## src/rtl/snake_pkg.sv

```systemverilog
// Shared types and default timing for the push-button front end.
// Latency: n/a (declarations only).
// Backpressure: n/a.
package snake_pkg;

    typedef enum logic [1:0] {
        KEY_RELEASED     = 2'd0,
        KEY_PRESS_WAIT   = 2'd1,
        KEY_PRESSED      = 2'd2,
        KEY_RELEASE_WAIT = 2'd3
    } key_state_t;

    // 10 ms debounce and 0.5 s auto-repeat at 25 MHz
    localparam int DEBOUNCE_CYCLES_DEF = 250000;
    localparam int REPEAT_CYCLES_DEF   = 12500000;

    typedef struct packed {
        logic right;
        logic left;
    } key_evt_t;

    function automatic int cnt_width(input int n);
        return (n > 1) ? $clog2(n) : 1;
    endfunction

endpackage

```

## src/rtl/key_debounce.sv

```systemverilog
// One push-button: 2-flop synchronizer, debounce FSM, press-event strobe (KEY_AUTOREPEAT_EN adds repeats).
// Latency: 2 sync cycles + DEBOUNCE_CYCLES stable low cycles to the press event.
// Backpressure: none; press_evt is a single-cycle strobe.
module key_debounce
    import snake_pkg::*;
#(
    parameter int DEBOUNCE_CYCLES = DEBOUNCE_CYCLES_DEF,
    parameter int REPEAT_CYCLES   = REPEAT_CYCLES_DEF
) (
    input  logic clock_25,
    input  logic reset,
    input  logic key_n,
    output logic press_evt
);

    localparam int             CW       = cnt_width(DEBOUNCE_CYCLES);
    localparam logic [CW-1:0]  CNT_ONE  = CW'(1);
    localparam logic [CW-1:0]  CNT_LAST = CW'(DEBOUNCE_CYCLES - 1);

    logic [1:0]    sync_q;
    logic          key_low;
    key_state_t    state;
    logic [CW-1:0] cnt;
    logic          press_done;

    assign key_low = ~sync_q[1];

    // The cycle that enters a WAIT state counts as the first stable cycle,
    // so the counter never has to go past DEBOUNCE_CYCLES-1.
    assign press_done = (state == KEY_PRESS_WAIT) && key_low && (cnt == CNT_LAST);

    always_ff @(posedge clock_25) begin
        if (!reset) begin
            sync_q <= 2'b11;
            state  <= KEY_RELEASED;
            cnt    <= '0;
        end else begin
            sync_q <= {sync_q[0], key_n};
            unique case (state)
                KEY_RELEASED: begin
                    if (key_low) begin
                        state <= KEY_PRESS_WAIT;
                        cnt   <= CNT_ONE;
                    end
                end
                KEY_PRESS_WAIT: begin
                    if (!key_low) begin
                        state <= KEY_RELEASED;
                        cnt   <= '0;
                    end else if (cnt == CNT_LAST) begin
                        state <= KEY_PRESSED;
                        cnt   <= '0;
                    end else begin
                        cnt <= cnt + CNT_ONE;
                    end
                end
                KEY_PRESSED: begin
                    if (!key_low) begin
                        state <= KEY_RELEASE_WAIT;
                        cnt   <= CNT_ONE;
                    end
                end
                KEY_RELEASE_WAIT: begin
                    if (key_low) begin
                        state <= KEY_PRESSED;
                        cnt   <= '0;
                    end else if (cnt == CNT_LAST) begin
                        state <= KEY_RELEASED;
                        cnt   <= '0;
                    end else begin
                        cnt <= cnt + CNT_ONE;
                    end
                end
                default: begin
                    state <= KEY_RELEASED;
                    cnt   <= '0;
                end
            endcase
        end
    end

`ifdef KEY_AUTOREPEAT_EN
    localparam int               REP_W    = cnt_width(REPEAT_CYCLES);
    localparam logic [REP_W-1:0] REP_ONE  = REP_W'(1);
    localparam logic [REP_W-1:0] REP_LAST = REP_W'(REPEAT_CYCLES - 1);

    logic [REP_W-1:0] rep_cnt;
    logic             rep_fire;
    logic             holding;

    assign holding  = (state == KEY_PRESSED) && key_low;
    assign rep_fire = holding && (rep_cnt == REP_LAST);

    always_ff @(posedge clock_25) begin
        if (!reset) begin
            rep_cnt <= '0;
        end else if (holding) begin
            rep_cnt <= rep_fire ? '0 : rep_cnt + REP_ONE;
        end else begin
            rep_cnt <= '0;
        end
    end

    assign press_evt = press_done | rep_fire;
`else
    // Repeat timing is compiled out in this build.
    localparam int unused_repeat_cycles = REPEAT_CYCLES;

    assign press_evt = press_done;
`endif

endmodule

```

## src/rtl/key_input_ctrl.sv

```systemverilog
// Turns two debounced buttons into one pending turn command consumed by game_tik (KEY_AUTOREPEAT_EN: auto-repeat).
// Latency: press event -> pending flag 1 cycle; right_P/left_P combinational with game_tik.
// Backpressure: a command waits in its pending flag until game_tik; a newer press overwrites it.
module key_input_ctrl
    import snake_pkg::*;
#(
    parameter int DEBOUNCE_CYCLES = DEBOUNCE_CYCLES_DEF,
    parameter int REPEAT_CYCLES   = REPEAT_CYCLES_DEF
) (
    input  logic clock_25,
    input  logic reset,
    input  logic key_right_n,
    input  logic key_left_n,
    input  logic game_tik,
    output logic right_P,
    output logic left_P,
    output logic cmd_pending
);

    logic     right_evt;
    logic     left_evt;
    key_evt_t pend;

    key_debounce #(
        .DEBOUNCE_CYCLES (DEBOUNCE_CYCLES),
        .REPEAT_CYCLES   (REPEAT_CYCLES)
    ) u_key_right (
        .clock_25  (clock_25),
        .reset     (reset),
        .key_n     (key_right_n),
        .press_evt (right_evt)
    );

    key_debounce #(
        .DEBOUNCE_CYCLES (DEBOUNCE_CYCLES),
        .REPEAT_CYCLES   (REPEAT_CYCLES)
    ) u_key_left (
        .clock_25  (clock_25),
        .reset     (reset),
        .key_n     (key_left_n),
        .press_evt (left_evt)
    );

    // Newest press wins; simultaneous presses are ambiguous and drop both.
    // A press arriving with game_tik is kept for the following tik.
    always_ff @(posedge clock_25) begin
        if (!reset) begin
            pend <= '0;
        end else if (right_evt && left_evt) begin
            pend <= '0;
        end else if (right_evt) begin
            pend.right <= 1'b1;
            pend.left  <= 1'b0;
        end else if (left_evt) begin
            pend.right <= 1'b0;
            pend.left  <= 1'b1;
        end else if (game_tik) begin
            pend <= '0;
        end
    end

    // The flags are mutually exclusive, so the two commands never coincide.
    assign right_P     = pend.right & game_tik;
    assign left_P      = pend.left  & game_tik;
    assign cmd_pending = pend.right | pend.left;

endmodule

```

## config.mk

```make
export PLATFORM = sky130hd
export DESIGN_NAME = key_input_ctrl
export DESIGN_NICKNAME = d
export VERILOG_FILES = /design/src/rtl/snake_pkg.sv /design/src/rtl/key_debounce.sv /design/src/rtl/key_input_ctrl.sv
export SDC_FILE = /design/constraint.sdc
export NUM_CORES = 1
export LEC_CHECK = 0
export BUFFER_PORTS_ARGS = -buffer_cell sky130_fd_sc_hd__buf_2
export CAP_MARGIN = 20
export CELL_PAD_IN_SITES_DETAIL_PLACEMENT = 1
export CELL_PAD_IN_SITES_GLOBAL_PLACEMENT = 1
export CORE_ASPECT_RATIO = 1.2
export CORE_MARGIN = 2
export CORE_UTILIZATION = 46
export DETAILED_ROUTE_END_ITERATION = 6
export HOLD_SLACK_MARGIN = 0.15
export PLACE_DENSITY_LB_ADDON = 0.1
export SLEW_MARGIN = 20
export SYNTH_ARGS = -nofsm -noshare
export SYNTH_HDL_FRONTEND = slang
export SYNTH_SLANG_ARGS = --single-unit
```

## constraint.sdc

```tcl
create_clock -name clock_25 -period 2.3 [get_ports clock_25]
set_clock_uncertainty 0.15 [all_clocks]
set_input_delay 0.23 -clock clock_25 [delete_from_list [all_inputs] [get_ports clock_25]]
set_output_delay 0.23 -clock clock_25 [all_outputs]
set_load 0.02 [all_outputs]
```

== Yosys cells after proc, flatten, opt, wreduce, memory -nomap -nowiden ==
Cells that the tools add are included.

* Register bits after elaboration: 46
* Bits of input ports: 5
* Output and inout bits: 3
* Logic and storage cells: 76

* Add/subtract/negate cells: 2
* Equality and inequality tests: 16
* Muxes and demuxes: 29
* Bitwise logic cells: 6
* Reduce and logical (&&, ||, !) cells: 15

{| class="wikitable"
|+ Operators by type and width
! cell !! number
|-
| $mux W18 || 10
|-
| $pmux W18 S4 || 2
|-
| $add A18 B1 Y18 const B || 2
|-
| $eq A18 B18 Y1 const B || 2
|-
| $mux W2 || 15
|-
| $pmux W2 S4 || 2
|-
| $eq A2 B2 Y1 const B || 4
|-
| $reduce_and A4 Y1 || 2
|-
| $ne A3 B2 Y1 const B || 2
|-
| $ne A3 B3 Y1 const B || 2
|-
| $logic_and A1 B1 Y1 || 5
|-
| $eq A2 B1 Y1 const B || 2
|-
| $logic_not A2 Y1 || 2
|-
| $ne A2 B1 Y1 const B || 2
|-
| $ne A2 B2 Y1 const B || 2
|-
| $reduce_and A2 Y1 || 2
|-
| $not A1 Y1 || 3
|-
| $reduce_bool A3 Y1 || 1
|-
| $reduce_or A3 Y1 || 1
|-
| $and A1 B1 Y1 || 2
|-
| $reduce_bool A2 Y1 || 1
|-
| $reduce_or A2 Y1 || 1
|-
| $or A1 B1 Y1 || 1
|}

== Longest topological paths before layout ==
* Word-level depth: 5
* Mapped depth: 7
* Depth with buffers taken out: 6

== Cells and area by module ==
Synthesis repeated with hierarchy kept, for this count alone.

* Cells, all modules: 259
* Area, all modules: 2277.2 um2

{| class="wikitable"
|+ Modules (own cells, without submodules)
! module !! instances !! cells each !! area an instance (um2) !! seq. area each (um2)
|-
| key_debounce (u_key_right) || 1 || 123 || 1099.8 || 440.4
|-
| key_debounce (u_key_left) || 1 || 125 || 1079.8 || 440.4
|-
| key_input_ctrl || 1 || 11 || 97.6 || 40.0
|}

== Least setup slack after synthesis ==
OpenSTA, ideal clock, no wires.

* Path kind: register -> register
* Start point: reg u_key_left.cnt[0]
* End point: reg u_key_left.cnt[5]
* Arrival: 1.675 ns
* Required time: 2.033 ns
* Setup slack: 0.358 ns
* Stages on the path, launching flop included: 8
* Period minus slack after synthesis: 1.942 ns
* Cells stage by stage: dfxtp_1 ha_1 nand4b_1 nor4_2 a21o_1 clkbuf_1 o21ai_0 a22o_1

* Cells in the longest elaborated chain, start to end: 4
* Elaborated cells between the ends (all ways): 6

{| class="wikitable"
|+ Ends and longest elaborated chain
! what !! line !! source
|-
| start, declared || key_debounce.sv:23 || <nowiki>logic [CW-1:0] cnt;</nowiki>
|-
| start signal, assigned || key_debounce.sv:54 || <nowiki>cnt <= cnt + CNT_ONE;</nowiki>
|-
| start signal, assigned || key_debounce.sv:71 || <nowiki>cnt <= cnt + CNT_ONE;</nowiki>
|-
| $add A18 B1 Y18 or $eq A18 B18 Y1 (tied branches) || - ||
|-
| $mux W18 * || key_debounce.sv:50, key_debounce.sv:67 ||
|-
| $mux W18, on equally long branches || key_debounce.sv:64, key_debounce.sv:47 ||
|-
| $pmux W18 S4 * || key_debounce.sv:39 || <nowiki>unique case (state)</nowiki>
|}

Mark *: on every way between the ends. The rest lies on a longest branch, timed or not.
A chain may end at the register's enable or synchronous reset.

== Worst setup path after layout ==
* Start point: reg u_key_right.cnt[4]
* End point: reg pend[0] (netlist bit)

* Cells in the longest elaborated chain, start to end: 4

{| class="wikitable"
|+ Ends and longest elaborated chain
! what !! line !! source
|-
| start, declared || key_debounce.sv:23 ||
|-
| start signal, assigned || key_debounce.sv:54 ||
|-
| start signal, assigned || key_debounce.sv:71 ||
|-
| $eq A18 B18 Y1 * || key_debounce.sv:30 || <nowiki>assign press_done = (state == KEY_PRESS_WAIT) && key_low && (cnt == CNT_LAST);</nowiki>
|-
| $logic_and A1 B1 Y1 * || key_debounce.sv:30 ||
|-
| $logic_and A1 B1 Y1 || key_input_ctrl.sv:49 || <nowiki>end else if (right_evt && left_evt) begin</nowiki>
|-
| $reduce_or A3 Y1 (no line) * || - ||
|-
| end, declared || key_input_ctrl.sv:22 || <nowiki>key_evt_t pend;</nowiki>
|}

Marked as above.

==> run_results.csv <==
group,metric,value,unit
status,status,"finished, final reports clean",
setup_path,r2r_end,"pend[0]$_SDFFE_PP0P_",
timing,tightest_slew,583,ps
clock_network,clk_pin_slew,90,ps
finish,diodes,0,
timing,fmax,0.475,GHz
setup_path,worstSetupEndpointType,"flip-flop",
detailed_routing,wirelength,5180,um
hold_path,hp-class,"flip-flop to flip-flop",
finish,seq_area,921,sq um
setup_path,crit_chain,"or4_4, nor3_4, nand3_2, or3_1, and3_1",
timing,timing.final.crit_share,0.916,
setup_path,worstPathRequired,2350,ps
setup_path,max_stage_delay,560,ps
clock_network,cts_tree,"done",
placed_design,dp_worst_setup_slack,173,ps
setup_path,cp-endpoint,"pend[0]$_SDFFE_PP0P_",
placed_design,hpwlAfterDp,3810,um
detailed_routing,drt_iter0_markers,64,
power_and_ir_drop,p_leak,0.876,nW
global_route,gr-usage-all-layers,0.216,
floorplanning,io_pins,8,
detailed_routing,drc,0,
setup_path,critPathTopFamily,"simple AND/OR/NAND/NOR gates",
floorplanning,die_area,5490,sq um
detailed_routing,vias,1966,
logic_synthesis,ys_ff_latch,46,
detailed_routing,wl_met3,52,um
detailed_routing,ant_nets,0,
placed_design,gp_congestion,0.848,
floorplanning,die_h,80.8,um
detailed_routing,m1WireLength,2290,um
global_route,grt_max_degree,18,
timing,fin_crit,2110,ps
global_route,grt_pass1_wl,9160,um
finish,syn_to_final_growth,11.8,%
placed_design,io_buffers,7,
detailed_routing,vias_per_cell,5.67,
setup_path,worstPathArrival,2160,ps
floorplanning,core,4660,sq um
logic_synthesis,synth_edf_count,0,
logic_synthesis,syn-instance-count,270,
setup_path,critPathSlowestCell,"or4_4",
clock_network,htree_levels,2,
setup_path,crit_fanout,5,
setup_path,r2r_slack,190,ps
logic_synthesis,async_reset_ff_frac,0,
setup_path,crit_path_start,"u_key_right.cnt[4]$_SDFFE_PN0P_",
setup_path,cp.depth,5,
timing,setup_viol,0,
timing,timing.hold.ws,266,ps
timing,fin_setup_tns,0,ps
floorplanning,start_util,0.485,
finish,fill_cells,589,
timing,setup_ws,193,ps
hold_path,hold-path-cell-count,1,
logic_synthesis,synth.cell_area,2260,sq um
placed_design,placed_cell_area,2380,sq um
logic_synthesis,netlist-cell-type-count,53,
setup_path,path_buf_inv,0,
run,cap_violations,0,
logic_synthesis,ys.warnings.count,0,
detailed_routing,met2WireLength,2770,um
power_and_ir_drop,p_per_area,539,nW/um^2
logic_synthesis,syn-num-nets,277,
finish,multi_input_area,1280,sq um
floorplanning,die_w,68.0,um
clock_network,cts_sinks,46,
global_route,antenna_found_initial,0,
finish,drive_gt1_frac,0.131,
logic_synthesis,synth_ff_type,"dfxtp_1",
timing,rsz0062_at_grt,"false",
setup_path,worstRegToRegCells,5,
logic_synthesis,yosysSeqAreaShare,0.408,
floorplanning,rows,27,
finish,design_area,2530,sq um
clock_network,cts.path.max_buffers,2,
setup_path,critPathKind,"flip-flop to flip-flop",
clock_network,cts_buffers,5,
clock_network,clock-root-buffer,"clkbuf_8",
detailed_routing,top_layer,"met4",
power_and_ir_drop,p_total,0.00136,W
global_route,first_global_vias,2051,
logic_synthesis,synth.avg_cell_area,8.37,sq um
timing,slew_headroom,0.610,
finish,final_nets,295,
setup_path,reg2reg_from,"u_key_right.cnt[4]$_SDFFE_PN0P_",
clock_network,worst_skew_pair.late_latency,300,ps
detailed_routing,first_pass_iters,4,
detailed_routing,wl_per_cell,14.9,um
power_and_ir_drop,irDropWorstVdd,0.304,mV
global_route,grt-ovfl-total,0,
clock_network,post_cts_buffers,0,
timing,hold_viol_final,0,
timing,drv_slew,0,
setup_path,cp-start-kind,"flip-flop",
[where the power goes]
group | total, W | switching (W) | leakage [nW] | internal (W)
Clock | 0.000498 | 0.000284 | 0.0441 | 0.000214
Combinational | 0.0000552 | 0.0000317 | 0.461 | 0.0000235
Sequential | 0.000808 | 0.00000596 | 0.372 | 0.000802
Total | 0.00136 | 0.000322 | 0.876 | 0.00104
[how the worst min path moves through the flow]
| stage | from | endpoint | slack (ps) |
|---|---|---|---|
| floorplan | key_left_n | u_key_left.sync_q[0]$_SDFF_PN1_ | 180 |
| global placement | u_key_left.sync_q[0]$_SDFF_PN1_ | u_key_left.sync_q[1]$_SDFF_PN1_ | 240 |
| detailed placement | u_key_left.sync_q[0]$_SDFF_PN1_ | u_key_left.sync_q[1]$_SDFF_PN1_ | 250 |
| CTS | u_key_left.sync_q[0]$_SDFF_PN1_ | u_key_left.sync_q[1]$_SDFF_PN1_ | 270 |
| global route | u_key_left.sync_q[0]$_SDFF_PN1_ | u_key_left.sync_q[1]$_SDFF_PN1_ | 290 |
| finish | u_key_left.sync_q[0]$_SDFF_PN1_ | u_key_left.sync_q[1]$_SDFF_PN1_ | 270 |
[per-layer routing]
| metal | vias up | track usage |
|---|---|---|
| met2 | 7 | 0.392 |
| met4 | 0 | 0.0660 |
| met3 | 6 | 0.0291 |
| li1 | 1007 | - |
| met1 | 946 | 0.259 |
| met5 | - | 0 |
[timing repair]
item | CTS | global route
hold buffers | 4 | 0
resized for setup | 0 | 3
endpoints found under the setup margin | 0 | 3
hold endpoints to repair | 6 | 0
[stage by stage]
stage               std cells   util
CTS                       347  0.539
floorplan                 270      -
global route              347  0.542
global placement          335  0.511
finish                    347  0.542
detailed placement        335  0.511
[cell type report]
class / instances / share of cell area
clock buffers: 5 / 0.0272
well taps: 58 / 0.0287
multi-input cells: 207 / 0.506
clock inverters: 3 / 0.00842
repair buffers: 18 / 0.0505
flip-flops and latches: 46 / 0.365
inverters: 10 / 0.0149
[state kept, by name (all words and copies together) (netlist names), named ones only]
name                cells
u_key_right.sync_q      2
u_key_left.cnt         18
u_key_right.cnt        18
u_key_left.state        1
u_key_right.state       1
pend                    2
u_key_left.sync_q       2
[synthesized netlist by cell type (all sizes together) (5+ instances only)]
cell type	n	area [sq um]
dfxtp	46	921
nand3	26	135
nand2	22	82.6
nor2	22	82.6
a21oi	15	78.8
o21ai	14	70.1
nand4	11	68.8
xor2	11	96.3
inv	10	37.5
a31oi	8	50.1
and2	8	51.3
nand2b	8	50.1
and3	6	41.3
or3	6	38.8
clkbuf	5	18.8
nor3	5	36.3
xnor2	5	51.3
[cells by family (layout without fill, tap and decap cells)]
group | Yosys count | after routing | synth area share
adders and majority gates | 2 | 2 | 0.0111
DFF | 46 | 46 | 0.408
AOI/OAI and AO/OA | 53 | 53 | 0.143
xor gates and xnor gates | 16 | 16 | 0.0653
buffers and inverters | 17 | 36 | 0.0327
and+or+nand+nor | 135 | 135 | 0.336
muxes | 1 | 1 | 0.00443
[worst reg2reg max path, stage by stage, from the launching register on]
cell and delay (ps):
dfxtp_1 370, or4_4 560, nor3_4 230, nand3_2 150
or3_1 360, and3_1 200
[cells in the final DEF (no fill, tap or decap), types with 2 or more instances in the layout]
cell and n:
nand4b_1 2, a31oi_1 8, a21oi_1 14, a21boi_0 3, nor2_1 22, xnor2_1 4, or3b_2 2, nor4_1 3
nand3_1 25, or3_1 5, ha_1 2, nand3b_1 2, dfxtp_1 46, or4_1 2, a21o_1 3, and3_2 3
and4_1 2, dlygate4sd3_1 4, o211ai_1 2, buf_4 7, and2_1 7, and3_1 3, nand2b_1 8, xor2_1 11
buf_2 7, nor3_1 4, o21ai_0 13, nand2_1 21, nand4_1 11, clkbuf_8 5, inv_1 10
No activity file was read; power rests on OpenSTA's default activity.
